$ cat config.mk
export PLATFORM = sky130hd
export DESIGN_NAME = uart_rx
export DESIGN_NICKNAME = d
export VERILOG_FILES = /design/src/rtl/uart_rx.sv
export SDC_FILE = /design/constraint.sdc
export NUM_CORES = 1
export LEC_CHECK = 0
export ABC_AREA = 1
export BUFFER_PORTS_ARGS = -buffer_cell sky130_fd_sc_hd__buf_2
export CELL_PAD_IN_SITES_DETAIL_PLACEMENT = 0
export CELL_PAD_IN_SITES_GLOBAL_PLACEMENT = 1
export CORE_ASPECT_RATIO = 1.25
export CORE_MARGIN = 2
export CORE_UTILIZATION = 41
export DETAILED_ROUTE_END_ITERATION = 10
export MAX_ROUTING_LAYER = met4
export PLACE_DENSITY = 0.8
export SLEW_MARGIN = 20
export SYNTH_ARGS = -nofsm -noshare
export SYNTH_HDL_FRONTEND = slang
export SYNTH_SLANG_ARGS = --single-unit
$ cat constraint.sdc
create_clock -name clk -period 1.6 [get_ports clk]
set_input_delay 0.16 -clock clk [delete_from_list [all_inputs] [get_ports clk]]
set_output_delay 0.16 -clock clk [all_outputs]
set_load 0.02 [all_outputs]
$ cat src/rtl/uart_rx.sv
// UART receiver: 2-FF synchronised line, mid-bit sampling on baud_sample_tick, one-cycle result pulses.
// Optional even parity bit enabled by defining UART_RX_PARITY_EN.
module uart_rx #(
  parameter int OVERSAMPLE = 16,
  parameter int DATA_BITS  = 8
) (
  input  logic                 clk,
  input  logic                 rst,
  input  logic                 baud_sample_tick,
  input  logic                 rx,
  output logic [DATA_BITS-1:0] rx_data,
  output logic                 rx_valid,
  output logic                 rx_busy,
  output logic                 frame_error,
  output logic                 parity_error
);

  localparam int TW = (OVERSAMPLE > 1) ? $clog2(OVERSAMPLE) : 1;
  localparam int BW = $clog2(DATA_BITS + 1);
  localparam logic [TW-1:0] TICK_MID  = TW'(OVERSAMPLE / 2 - 1);
  localparam logic [TW-1:0] TICK_LAST = TW'(OVERSAMPLE - 1);
  localparam logic [BW-1:0] BIT_LAST  = BW'(DATA_BITS - 1);

`ifdef UART_RX_PARITY_EN
  typedef enum logic [2:0] {ST_IDLE, ST_START, ST_DATA, ST_PARITY, ST_STOP, ST_BREAK} state_t;
`else
  typedef enum logic [2:0] {ST_IDLE, ST_START, ST_DATA, ST_STOP, ST_BREAK} state_t;
`endif

  state_t                 state_q, state_d;
  logic                   rx_meta_q, rx_s_q;
  logic [TW-1:0]          tick_cnt_q, tick_cnt_d, tick_inc;
  logic [BW-1:0]          bit_cnt_q, bit_cnt_d;
  logic [DATA_BITS-1:0]   shift_q, shift_d;
  logic [DATA_BITS-1:0]   rx_data_q, rx_data_d;
  logic                   rx_valid_q, rx_valid_d;
  logic                   rx_busy_q, rx_busy_d;
  logic                   frame_error_q, frame_error_d;
  logic                   par_fail;
`ifdef UART_RX_PARITY_EN
  logic                   par_q, par_d;
  logic                   parity_error_q, parity_error_d;
  assign par_fail = par_q;
`else
  assign par_fail = 1'b0;
`endif

  assign tick_inc = (tick_cnt_q == TICK_LAST) ? '0 : tick_cnt_q + TW'(1);

  always_comb begin
    state_d       = state_q;
    tick_cnt_d    = tick_cnt_q;
    bit_cnt_d     = bit_cnt_q;
    shift_d       = shift_q;
    rx_data_d     = rx_data_q;
    rx_valid_d    = 1'b0;
    frame_error_d = 1'b0;
`ifdef UART_RX_PARITY_EN
    par_d          = par_q;
    parity_error_d = 1'b0;
`endif
    case (state_q)
      ST_IDLE: begin
        if (baud_sample_tick && !rx_s_q) begin
          state_d    = ST_START;
          tick_cnt_d = '0;
        end
      end
      ST_START: begin
        if (baud_sample_tick) begin
          if (tick_cnt_q == TICK_MID) begin
            // A high line at mid-start means the low was a glitch.
            if (rx_s_q) begin
              state_d = ST_IDLE;
            end else begin
              state_d    = ST_DATA;
              tick_cnt_d = '0;
              bit_cnt_d  = '0;
`ifdef UART_RX_PARITY_EN
              par_d      = 1'b0;
`endif
            end
          end else begin
            tick_cnt_d = tick_inc;
          end
        end
      end
      ST_DATA: begin
        if (baud_sample_tick) begin
          tick_cnt_d = tick_inc;
          if (tick_cnt_q == TICK_LAST) begin
            shift_d   = {rx_s_q, shift_q[DATA_BITS-1:1]};
            bit_cnt_d = bit_cnt_q + BW'(1);
`ifdef UART_RX_PARITY_EN
            par_d     = par_q ^ rx_s_q;
            if (bit_cnt_q == BIT_LAST) state_d = ST_PARITY;
`else
            if (bit_cnt_q == BIT_LAST) state_d = ST_STOP;
`endif
          end
        end
      end
`ifdef UART_RX_PARITY_EN
      ST_PARITY: begin
        if (baud_sample_tick) begin
          tick_cnt_d = tick_inc;
          if (tick_cnt_q == TICK_LAST) begin
            par_d   = par_q ^ rx_s_q;
            state_d = ST_STOP;
          end
        end
      end
`endif
      ST_STOP: begin
        if (baud_sample_tick) begin
          tick_cnt_d = tick_inc;
          if (tick_cnt_q == TICK_LAST) begin
            rx_data_d     = shift_q;
            frame_error_d = !rx_s_q;
            rx_valid_d    = rx_s_q && !par_fail;
`ifdef UART_RX_PARITY_EN
            parity_error_d = par_fail;
`endif
            state_d = rx_s_q ? ST_IDLE : ST_BREAK;
          end
        end
      end
      ST_BREAK: begin
        if (rx_s_q) state_d = ST_IDLE;
      end
      default: state_d = ST_IDLE;
    endcase
    rx_busy_d = (state_d != ST_IDLE);
  end

  always_ff @(posedge clk) begin
    if (!rst) begin
      rx_meta_q     <= 1'b1;
      rx_s_q        <= 1'b1;
      state_q       <= ST_IDLE;
      tick_cnt_q    <= '0;
      bit_cnt_q     <= '0;
      shift_q       <= '0;
      rx_data_q     <= '0;
      rx_valid_q    <= 1'b0;
      rx_busy_q     <= 1'b0;
      frame_error_q <= 1'b0;
`ifdef UART_RX_PARITY_EN
      par_q          <= 1'b0;
      parity_error_q <= 1'b0;
`endif
    end else begin
      rx_meta_q     <= rx;
      rx_s_q        <= rx_meta_q;
      state_q       <= state_d;
      tick_cnt_q    <= tick_cnt_d;
      bit_cnt_q     <= bit_cnt_d;
      shift_q       <= shift_d;
      rx_data_q     <= rx_data_d;
      rx_valid_q    <= rx_valid_d;
      rx_busy_q     <= rx_busy_d;
      frame_error_q <= frame_error_d;
`ifdef UART_RX_PARITY_EN
      par_q          <= par_d;
      parity_error_q <= parity_error_d;
`endif
    end
  end

  assign rx_data     = rx_data_q;
  assign rx_valid    = rx_valid_q;
  assign rx_busy     = rx_busy_q;
  assign frame_error = frame_error_q;
`ifdef UART_RX_PARITY_EN
  assign parity_error = parity_error_q;
`else
  assign parity_error = 1'b0;
`endif

endmodule

# Word level (Yosys, flattened, before mapping)
# Index checks and enable logic that the tools add are counted.
[word_totals]
ff_bits = 32
input_bits = 4
wordCells = 63
out_inout_bits = 12
[classes]
n_mux = 24
reduce_logical = 12
addsub = 2
n_eq_ne = 15
[op_table]
columns = ["operator", "n"]
rows = [
  ["two-way mux 4 bit", 10],
  ["two-way mux 3 bit", 10],
  ["case mux 3 bit (5 select lines)", 1],
  ["!= test 2 bit (second input constant)", 6],
  ["case mux 4 bit (3 select lines)", 1],
  ["adder 4 x 1 -> 4 bit (second input constant)", 2],
  ["== test 4 x 3 -> 1 bit (second input constant)", 2],
  ["case mux 4 bit (2 select lines)", 1],
  ["== test 3 x 2 -> 1 bit (second input constant)", 2],
  ["AND reduction 3 bit", 2],
  ["AND reduction 6 bit", 1],
  ["nonzero test 3 bit", 2],
  ["AND reduction 5 bit", 1],
  ["== test 4 bit (second input constant)", 1],
  ["AND reduction 4 bit", 1],
  ["== test 3 x 1 -> 1 bit (second input constant)", 1],
  ["== test 3 bit (second input constant)", 1],
  ["zero test 3 bit", 1],
  ["!= test 3 bit (second input constant)", 1],
  ["two-way mux 2 bit", 1],
  ["!= test 2 x 1 -> 1 bit (second input constant)", 1],
  ["nonzero test 2 bit", 1],
  ["OR reduction 2 bit", 1],
  ["logical AND 1 bit", 1],
  ["zero test 1 bit", 1],
]

# Depth between registers and ports, before layout
# Gate-level depths: netlist of run 1.
[logic_depth]
depth_word = 6
depth_mapped = 10
depth_no_buf = 10

# Worst setup path after synthesis of run 1
# OpenSTA, ideal clock, no wires.
[synth_timing]
kind = "register to register"
startpoint = "register tick_cnt_q[0]"
endpoint = "register bit_cnt_q[2]"
required_time_ps = 1463
path_buffers = 0
setup_slack_ps = 243
path_stages_with_launch = 9
synth_period_minus_slack_ps = 1357
setup_time_ps = 137
arrival_time_ps = 1220
path_cell_list = "dfxtp_1 > ha_1 > nand2_2 > nor2_2 > nor2_2 > nor2_4 > nand2_2 > nand2_1 > a21oi_1"
[synth_via]
elab_chain_len = 3
word_cells_on_any_way = 5
cone_classes = "eq/ne (4); reduce/logical (1)"
[synth_rtl]
columns = ["item", "line", "text"]
rows = [
  ["start, declared", "32", "logic [TW-1:0] tick_cnt_q, tick_cnt_d, tick_inc;"],
  ["start signal, assigned", "156", "tick_cnt_q <= tick_cnt_d;"],
  ["== test 4 x 3 -> 1 bit / == test 4 bit (equally long branches)", "71, 91", ""],
  ["!= test 2 bit (no source line)", "n/a", ""],
  ["AND reduction 6 bit (no source line) *", "n/a", ""],
  ["end signal, assigned", "157", "bit_cnt_q <= bit_cnt_d;"],
  ["end, declared", "33", "logic [BW-1:0] bit_cnt_q, bit_cnt_d;"],
]
# Every way passes the cells marked *; elsewhere a longest branch is shown, timed or not.
# A chain may end at the register's enable or synchronous reset.

# Final worst setup path of run 1
[layout_timing]
startpoint = "register tick_cnt_q[0]"
endpoint = "register tick_cnt_q[0]"
[layout_via]
elab_chain_len = 5
word_cells_on_any_way = 10
cone_classes = "add/sub (1); eq/ne (3); mux (5); reduce/logical (1)"
[layout_rtl]
columns = ["item", "line", "text"]
rows = [
  ["adder 4 x 1 -> 4 bit / == test 4 bit (equally long branches)", "48", "assign tick_inc = (tick_cnt_q == TICK_LAST) ? '0 : tick_cnt_q + TW'(1);"],
  ["two-way mux 4 bit", "48", ""],
  ["two-way mux 4 bit", "71", "if (tick_cnt_q == TICK_MID) begin"],
  ["two-way mux 4 bit", "70", "if (baud_sample_tick) begin"],
  ["case mux 4 bit (3 select lines)", "62", "case (state_q)"],
]
# Parallel ways exist; a longest one is shown, timed or not. The select of a mux whose other input is x is not followed.

==> results of run 1 <==
-- repair_timing --
item,in CTS,in global routing
resized for setup,0,5
setup buffers,0,0
hold buffers,0,0
endpoints found under the setup margin,0,20
-- how the worst max path moves through the flow --
stage	start	to	slack (ns)	depth (start not counted)
2_1_floorplan	tick_cnt_q[0]$_SDFFE_PN0P_	bit_cnt_q[2]$_SDFFE_PN0P_	0.24	8
5_1_grt	tick_cnt_q[0]$_SDFFE_PN0P_	rx_busy$_SDFF_PN0_	0.02	9
4_1_cts	tick_cnt_q[0]$_SDFFE_PN0P_	rx_data[1]$_SDFFE_PN0P_	0.02	7
3_3_place_gp	tick_cnt_q[0]$_SDFFE_PN0P_	rx_data[4]$_SDFFE_PN0P_	0.1	7
3_5_place_dp	tick_cnt_q[0]$_SDFFE_PN0P_	rx_data[1]$_SDFFE_PN0P_	0.05	7
6_report	tick_cnt_q[0]$_SDFFE_PN0P_	tick_cnt_q[0]$_SDFFE_PN0P_	0.17	7
-- layer usage --
layer / vias to the layer above / track usage [%] / part of all wire, %
li1: 689 / - / -
met2: 24 / 26.64 / 48
met1: 580 / 21.42 / 47
met5: - / - / 0
met4: 0 / 6.977 / 1.6
met3: 5 / 4.388 / 3.1
-- layout make-up --
type	instances	share of cell area [%]
Clock buffer	7	5.532
Timing Repair Buffer	18	5.747
Clock inverter	1	1.724
Inverter	18	4.095
Sequential cell	32	36.85
Tap cell	39	2.802
Multi-Input combinational cell	146	43.25
-- power by group --
part / switching [W] / leakage (nW) / internal, W
logic: 0.0000467 / 0.458 / 0.0000238
registers: 0.00000501 / 0.259 / 0.000801
clock network: 0.000296 / 0.0645 / 0.000549
total: 0.000348 / 0.781 / 0.00137
-- registers in the layout, summed over array words and instances (netlist names) --
register / cells
bit_cnt_q: 4
shift_q: 8
rx_valid: 1
rx_busy: 1
rx_meta_q: 1
rx_data: 8
state_q: 3
tick_cnt_q: 4
rx_s_q: 1
frame_error: 1
-- synthesized netlist by cell type --
cell / count
nand4_1: 5
or2_2: 2
a21oi_2: 2
nor2_1: 41
buf_4: 1
o21ai_0: 9
nor3_1: 1
clkbuf_1: 3
inv_2: 3
nand2_1: 33
o21ai_1: 10
conb_1: 1
clkinv_2: 1
nand2_2: 3
nor2_4: 2
nand3_1: 14
dfxtp_1: 32
nor3_2: 2
nand3_2: 1
nor2_2: 6
buf_6: 1
a21oi_1: 8
inv_1: 14
o21ai_4: 1
nand2_4: 1
ha_1: 2
nand3_4: 1
xnor2_1: 1
-- stage by stage --
| stage | hold WS, ns | worst slack, ns |
|---|---|---|
| final | 0.06715 | 0.1665 |
| after global routing | 0.07650 | 0.02468 |
| after CTS | 0.06093 | 0.02383 |
| after detailed placement | 0.3547 | 0.04790 |
| after global placement | 0.3486 | 0.09627 |
| after floorplan | 0.2666 | 0.2431 |
-- placed cells by master (no fill, tap or decap), drive strengths merged --
| master | Yosys | layout |
|---|---|---|
| nor2 | 49 | 49 |
| nand2 | 37 | 37 |
| dfxtp | 32 | 32 |
| o21ai | 20 | 20 |
| buf | 2 | 18 |
| inv | 17 | 17 |
| nand3 | 16 | 16 |
| a21oi | 10 | 10 |
| clkbuf | 3 | 7 |
| nand4 | 5 | 5 |
| nor3 | 3 | 3 |
| or2 | 2 | 2 |
| ha | 2 | 2 |
| clkinv | 1 | 1 |
| xnor2 | 1 | 1 |
| conb | 1 | 1 |
| bufinv | 0 | 1 |
-- cells by family after synthesis --
family,count (synthesis)
other cells,1
simple gates,112
buf+inv,23
fa+ha+maj,2
flops,32
xor+xnor,1
compound gates,30
-- worst max-delay path, delay by kind of cell, from the launching register on --
kind | cells | cell delay [ns]
AND/OR/NAND/NOR | 4 | 0.44
flip-flops | 1 | 0.37
adder cells (fa/ha/maj) | 1 | 0.24
AO/OA/AOI/OAI | 2 | 0.33
==> run metrics, run 1 <==
Final Slew Violations 0; Area Growth Syn to Fin 17.67%; RSZ-0062 raised after global routing no; final hold vios 0; ant diodes 0; placed cells 253; H-tree levels 2; fillers 347; R2R depth 7; Design Area, Final 1742 µm²; Yosys cell types 28; fmax 0.6976 GHz; Post-Layout Cell Count 261; grt ovf 0; largest family of logic cells by synthesized area simple AND/OR/NAND/NOR gates; Fin Clk Skew 0.003967 ns; Most common cell on crit path nand2_1; max_cap viols 0; register area 641.9 µm²; Post-Synth Adder-Cell Area 1.691%; clock latency on the worst-skew pair 0.28 ns; core region area 3483 µm²; worst r2r dst tick_cnt_q[0]$_SDFFE_PN0P_; power density cells 988.7 nW/µm²; TNS Setup 0 ns; remaining antenna violation count 0; worst vdd ir 715.6 µV; area of the multi-input gates 753.2 µm²; critical path required time 1.82 ns; drt pass-1 iters 4; Hold EP rx_meta_q$_SDFF_PN1_; Die ar. 4110 µm²; Synth Warn # 0; synthesized instance count 201; Worst Path Arrival 1.65 ns; Pleak 0.7810 nW; routed len/inst 11.70 µm; # DRC 0; top-area cell type share of the netlist area 43.28%; Compound-Gate Fraction of Synth Area 11.41%; CP max-delay cell dfxtp_2; GRT Util Overall 17.28%; Pwr Total 0.001722 W; Top Ports 16; min-delay src rx; HP Class primary input to flip-flop; number of global-route vias before repair 1197; largest net degree at the start of global routing 20; leading area contributor after synthesis dfxtp_1; nets@finish 227; WS Path Type flip-flop to flip-flop; Syn Area/Cell 7.364 µm²; area share of xor/xnor cells in the synthesized design 0.5917%; #FFs+latches synth 32; Max clock buf depth 2; Die Wd 57.74 µm; clock transition at the registers of the reported paths 0.07 ns; fraction of layout cells with a size suffix above 1 23.87%; Vias/cell 4.973; R2R Setup Slk 0.17 ns; crit path time final 1.433 ns; Placed Area 1599 µm²; CP Cell Sequence ha_2 > nand2_2 > nor2_4 > nand2_1 > o21ai_1 > nand2_1 > a21oi_2; clock sink total 32; Hold Crit Depth 2; Detailed Route Iter0 Violations 41; main area contributors after synthesis dfxtp_1 (43%), nor2_1 (10%), nand2_1 (8.4%); global-route wire length before repair 5299 µm; CTS Buf Count 5; TritonCTS clock tree done; mux cell area share after synthesis 0%; crit end category flip-flop; Max FO, Critical Path 5; critical path's largest stage delay 0.37 ns; Worst R2R Start tick_cnt_q[0]$_SDFFE_PN0P_; Total Routed Length 3053 µm; Final setup violation count 0; outcome complete, no violations; DR vias 1298; FP Rows 24; final core occ 50.00%; antenna violations before repair 0; gp weighted congestion 0.8708; CTS root buf clkbuf_8; HPWL after DPL 2227 µm; startpoint types flip-flop; Seq/Total Area, Yosys 43.28%; Die H 71.18 µm; Syn Nets 207; Initial Utilization 42.49%; Synth Area in Simple Gates 36.09%; Cell Area, Synth 1480 µm²; period utilization 89.59%; buffers added on ports 14
(Power assumes the default switching activity.)
==> inputs of run 2 (changes only) <==
--- a/config.mk
+++ b/config.mk
@@ -7,12 +7,14 @@
 export LEC_CHECK = 0
 export ABC_AREA = 1
 export BUFFER_PORTS_ARGS = -buffer_cell sky130_fd_sc_hd__buf_2
+export CAP_MARGIN = 20
 export CELL_PAD_IN_SITES_DETAIL_PLACEMENT = 0
 export CELL_PAD_IN_SITES_GLOBAL_PLACEMENT = 1
 export CORE_ASPECT_RATIO = 1.25
 export CORE_MARGIN = 2
 export CORE_UTILIZATION = 41
 export DETAILED_ROUTE_END_ITERATION = 10
+export HOLD_SLACK_MARGIN = 0.08
 export MAX_ROUTING_LAYER = met4
 export PLACE_DENSITY = 0.8
 export SLEW_MARGIN = 20
==> run metrics, run 2 (same netlist as run 1, synthesis figures left out) <==
max_cap viols 0 (unchanged); power density cells 984.2 nW/µm² (-0.45%); clock sink total 32 (unchanged); HP Class primary input to flip-flop; CP max-delay cell dfxtp_2; Vias/cell 4.962 (-0.23%); crit path time final 1.427 ns (-0.006975 ns); Detailed Route Iter0 Violations 50 (+22%); Post-Layout Cell Count 262 (+0.38%); CTS Buf Count 5 (unchanged); CTS root buf clkbuf_8; CP Cell Sequence ha_2 > nand2_2 > inv_1 > nand3_1 > nand2_1 > nand2_1 > nor2_1 > nand2_1 > nand2_1 > nand2_1; Most common cell on crit path nand2_1; Critical path buffers and inverters 1 (+1); Max FO, Critical Path 5 (unchanged); Die ar. 4110 µm² (unchanged); grt ovf 0 (unchanged); outcome complete, no violations; final core occ 50.29% (+0.29 points); Initial Utilization 42.49% (unchanged); remaining antenna violation count 0 (unchanged); Top Ports 16 (unchanged); final hold vios 0 (unchanged); Die Wd 57.74 µm (unchanged); placed cells 253 (unchanged); antenna violations before repair 0 (unchanged); TritonCTS clock tree done; Fin Clk Skew 0.004230 ns (+0.0002623 ns); CP delay by family, top simple AND/OR/NAND/NOR gates; FP Rows 24 (unchanged); HPWL after DPL 2227 µm (unchanged); # DRC 0 (unchanged); Worst Path Arrival 1.60 ns (-0.05 ns); RSZ-0062 raised after global routing no; Total Routed Length 3046 µm (-0.23%); Max clock buf depth 2 (unchanged); DR vias 1300 (+0.15%); largest net degree at the start of global routing 20 (unchanged); Pleak 0.7852 nW (+0.53%); Setup Fix Bufs, Post-CTS 0 (unchanged); worst vdd ir 715.2 µV (about the same); buffers added on ports 14 (unchanged); crit end category flip-flop; clock transition at the registers of the reported paths 0.07 ns (about the same); critical path required time 1.78 ns (-0.04 ns); ant diodes 0 (unchanged); gp weighted congestion 0.8708 (unchanged); drt pass-1 iters 4 (unchanged); fraction of layout cells with a size suffix above 1 23.77% (-0.11 points); clock latency on the worst-skew pair 0.28 ns (about the same); Die H 71.18 µm (unchanged); core region area 3483 µm² (unchanged); critical path's largest stage delay 0.37 ns (about the same); GRT Util Overall 17.35% (+0.077 points); global-route wire length before repair 5319 µm (+0.38%); nets@finish 228 (+0.44%); fmax 0.7010 GHz (+0.49%); Final Slew Violations 0 (unchanged); routed len/inst 11.63 µm (-0.61%); startpoint types flip-flop; Final setup violation count 0 (unchanged); Area Growth Syn to Fin 18.34%; H-tree levels 2 (unchanged); most common cell after layout, fill and taps aside nor2_1; most frequent cells in the layout nor2_1 (41), nand2_1 (33), dfxtp_1 (31); period utilization 89.16% (-0.44 points); Pwr Total 0.001724 W (+0.12%); TNS Setup 0 ns (unchanged); number of global-route vias before repair 1196 (-0.084%); WS Path Type flip-flop to flip-flop
-- run 2: cell count changes in the layout (fill, tap and decap cells not counted), sizes merged --
cell | before | now
dlygate4sd3 | 0 | 1
-- run 2: worst register-to-register path, cell delays in order (launching register included) --
cell and delay [ns]:
dfxtp_2 0.37, ha_2 0.24, nand2_2 0.10, inv_1 0.09
nand3_1 0.07, nand2_1 0.08, nand2_1 0.05, nor2_1 0.16
nand2_1 0.07, nand2_1 0.05, nand2_1 0.04
-- run 2: repair_timing --
item	CTS	global route
hold endpoints to repair	1	0
setup endpoints to repair	0	20
gates resized for setup	0	5
hold buffers	1	0
-- run 2: per-layer routing --
layer | part of all wire [%] | vias to the layer above | track usage (%)
li1 | - | 689 | -
met1 | 47 | 578 | 22.11
met2 | 48 | 28 | 26.14
met3 | 3.4 | 5 | 4.388
met4 | 1.6 | 0 | 6.977
met5 | 0 | - | -
-- run 2: worst paths after layout --
| check | from | end | slack [ns] | cells after the start |
|---|---|---|---|---|
| worst min-delay path | rst | rx_s_q$_SDFF_PN1_ | 0.19 | 3 |
| worst max-delay path | tick_cnt_q[0]$_SDFFE_PN0P_ | rx_busy$_SDFF_PN0_ | 0.17 | 10 |
| worst min register to register | rx_meta_q$_SDFF_PN1_ | rx_s_q$_SDFF_PN1_ | 0.43 | 1 |
| worst max register to register | tick_cnt_q[0]$_SDFFE_PN0P_ | rx_busy$_SDFF_PN0_ | 0.17 | 10 |
-- run 2: final cells by class --
type                       count  area (µm²)
fill                         346        1732
multi-input combinational    146       753.2
sequential                    32       641.9
timing repair buffer          19       110.1
clock buffer                   7       96.34
inverter                      18       71.32
tap                           39       48.80
clock inverter                 1       30.03
-- run 2: through the flow --
step	hold slack, ns	setup slack (ns)	area (µm²)
5_1_grt	0.2193	0.02469	1752
3_3_place_gp	0.3486	0.09627	1599
4_1_cts	0.1784	0.02383	1735
2_1_floorplan	0.2666	0.2431	1480
3_5_place_dp	0.3547	0.04790	1599
6_report	0.1881	0.1735	1752
-- run 2: power by group --
group / total, W / switching (W) / internal [W]
clock network: 0.000845 / 0.000296 / 0.000549
logic: 0.0000723 / 0.0000469 / 0.0000254
registers: 0.000806 / 0.00000501 / 0.000801
total: 0.00172 / 0.000348 / 0.00138
==> inputs of run 3 (changes only) <==
--- a/config.mk
+++ b/config.mk
@@ -11,12 +11,11 @@
 export CELL_PAD_IN_SITES_DETAIL_PLACEMENT = 0
 export CELL_PAD_IN_SITES_GLOBAL_PLACEMENT = 1
 export CORE_ASPECT_RATIO = 1.25
-export CORE_MARGIN = 2
-export CORE_UTILIZATION = 41
+export CORE_UTILIZATION = 35
 export DETAILED_ROUTE_END_ITERATION = 10
 export HOLD_SLACK_MARGIN = 0.08
 export MAX_ROUTING_LAYER = met4
-export PLACE_DENSITY = 0.8
+export PLACE_DENSITY = 0.7
 export SLEW_MARGIN = 20
 export SYNTH_ARGS = -nofsm -noshare
 export SYNTH_HDL_FRONTEND = slang
==> run metrics, run 3 (same netlist as run 1, synthesis figures left out) <==
fmax 0.7035 GHz (+0.35%); worst r2r dst rx_busy$_SDFF_PN0_; min-delay src rst; Fin Clk Skew 0.008287 ns (+0.004057 ns); H-tree levels 2 (unchanged); WS Path Type flip-flop to flip-flop; R2R Setup Slk 0.18 ns (about the same); core region area 4066 µm² (+17%); HPWL after DPL 2192 µm (-1.6%); area of the multi-input gates 753.2 µm² (unchanged); Final Slew Violations 0 (unchanged); max_cap viols 0 (unchanged); Max clock buf depth 2 (unchanged); Worst Path Arrival 1.59 ns (about the same); Detailed Route Iter0 Violations 44 (-12%); Die H 74.71 µm (+5.0%); HP Class primary input to flip-flop; Max FO, Critical Path 5 (unchanged); Final setup violation count 0 (unchanged); R2R depth 10 (unchanged); drt pass-1 iters 4 (unchanged); RSZ-0062 raised after global routing no; largest net degree at the start of global routing 20 (unchanged); Area Growth Syn to Fin 17.84%; DR vias 1288 (-0.92%); TNS Setup 0 ns (unchanged); Initial Utilization 36.40% (-6.1 points); most common cell after layout, fill and taps aside nor2_1; final hold vios 0 (unchanged); buffers added on ports 14 (unchanged); Total Routed Length 2902 µm (-4.7%); Hold Crit Depth 4 (+1); clock latency on the worst-skew pair 0.28 ns (about the same); outcome complete, no violations; Hold EP rx_busy$_SDFF_PN0_; number of global-route vias before repair 1116 (-6.7%); global-route wire length before repair 5002 µm (-6.0%); final core occ 42.89% (-7.4 points); worst vdd ir 509.3 µV (-29%); TritonCTS clock tree done; Top Ports 16 (unchanged); Worst R2R Start tick_cnt_q[0]$_SDFFE_PN0P_; Most common cell on crit path nand2_1; FP Rows 26 (+8.3%); ant diodes 0 (unchanged); remaining antenna violation count 0 (unchanged); period utilization 88.84% (-0.32 points); crit end category flip-flop; GRT Util Overall 15.45% (-1.9 points); fraction of layout cells with a size suffix above 1 22.97% (-0.79 points); fillers 421 (+22%); Die ar. 4495 µm² (+9.4%); antenna violations before repair 0 (unchanged); CTS Buf Count 5 (unchanged); critical path's largest stage delay 0.36 ns (about the same); nets@finish 227 (-0.44%); # DRC 0 (unchanged); startpoint types flip-flop; power density cells 935.7 nW/µm² (-4.9%); crit path time final 1.421 ns (-0.005045 ns); gp weighted congestion 0.8118 (-6.8%); Vias/cell 4.633 (-6.6%); grt ovf 0 (unchanged); most frequent cells in the layout nor2_1 (41), nand2_1 (33), dfxtp_1 (31); critical path required time 1.77 ns (about the same); CP Cell Sequence ha_2 > nand2_2 > inv_1 > nand3_1 > nand2_1 > nand2_1 > nor2_1 > nand2_1 > nand2_1 > nand2_1; clock transition at the registers of the reported paths 0.07 ns (about the same); Die Wd 60.17 µm (+4.2%); Pleak 0.7716 nW (-1.7%); CP max-delay cell dfxtp_2; routed len/inst 10.44 µm (-10%); CTS root buf clkbuf_8; clock sink total 32 (unchanged); register area 641.9 µm² (unchanged)
==> run 3: critical path, delay by kind of cell, from the launching register on <==
| family | cells | cell delay, ns |
|---|---|---|
| simple gates | 8 | 0.63 |
| flops | 1 | 0.36 |
| buf+inv | 1 | 0.09 |
| fa+ha+maj | 1 | 0.23 |
==> run 3: final cells by class <==
type / instances / area share, %
multi-input combinational: 146 / 43.19
sequential: 32 / 36.80
timing repair buffer: 18 / 5.882
clock buffer: 6 / 4.161
tap: 56 / 4.017
inverter: 18 / 3.945
clock inverter: 2 / 2.009
==> run 3: stage by stage <==
step	instances	power [W]	hold WS (ns)	worst slack (ns)	area (µm²)
3_5_place_dp	269	0.0008935	0.3537	0.04513	1613
5_1_grt	278	0.001715	0.3462	0.05089	1744
6_report	278	0.001632	0.3182	0.1785	1744
2_1_floorplan	201	0.0008764	0.2666	0.2431	1480
3_3_place_gp	269	0.0008943	0.3490	0.05666	1613
4_1_cts	278	0.001661	0.3159	0.02106	1730
==> run 3: routing by layer <==
layer	track usage [%]	vias to the layer above	share of wire [%]
li1	-	686	-
met1	16.75	578	45
met2	26.01	19	51
met3	4.639	5	2.9
met4	6.202	0	1.3
met5	-	-	0
==> run 3: power by group <==
| part | switching [W] | internal (W) | total, W |
|---|---|---|---|
| logic | 0.0000457 | 0.0000237 | 0.0000694 |
| registers | 0.00000499 | 0.000801 | 0.000806 |
| clock network | 0.000294 | 0.000462 | 0.000756 |
==> run 3: worst max path at each step <==
stage	cells past startpoint	slack (ns)	endpoint	from
2_1_floorplan	8	0.24	bit_cnt_q[2]$_SDFFE_PN0P_	tick_cnt_q[0]$_SDFFE_PN0P_
3_5_place_dp	7	0.05	rx_data[0]$_SDFFE_PN0P_	tick_cnt_q[0]$_SDFFE_PN0P_
4_1_cts	9	0.02	rx_busy$_SDFF_PN0_	tick_cnt_q[0]$_SDFFE_PN0P_
3_3_place_gp	9	0.06	rx_busy$_SDFF_PN0_	tick_cnt_q[0]$_SDFFE_PN0P_
5_1_grt	10	0.05	rx_busy$_SDFF_PN0_	tick_cnt_q[0]$_SDFFE_PN0P_
6_report	10	0.18	rx_busy$_SDFF_PN0_	tick_cnt_q[0]$_SDFFE_PN0P_
==> run 3: what timing repair did <==
action / in CTS / in global routing
setup endpoints to repair: 0 / 20
hold buffers: 1 / 0
gates resized for setup: 0 / 4
hold endpoints to repair: 1 / 0
buffers inserted: 0 / 0
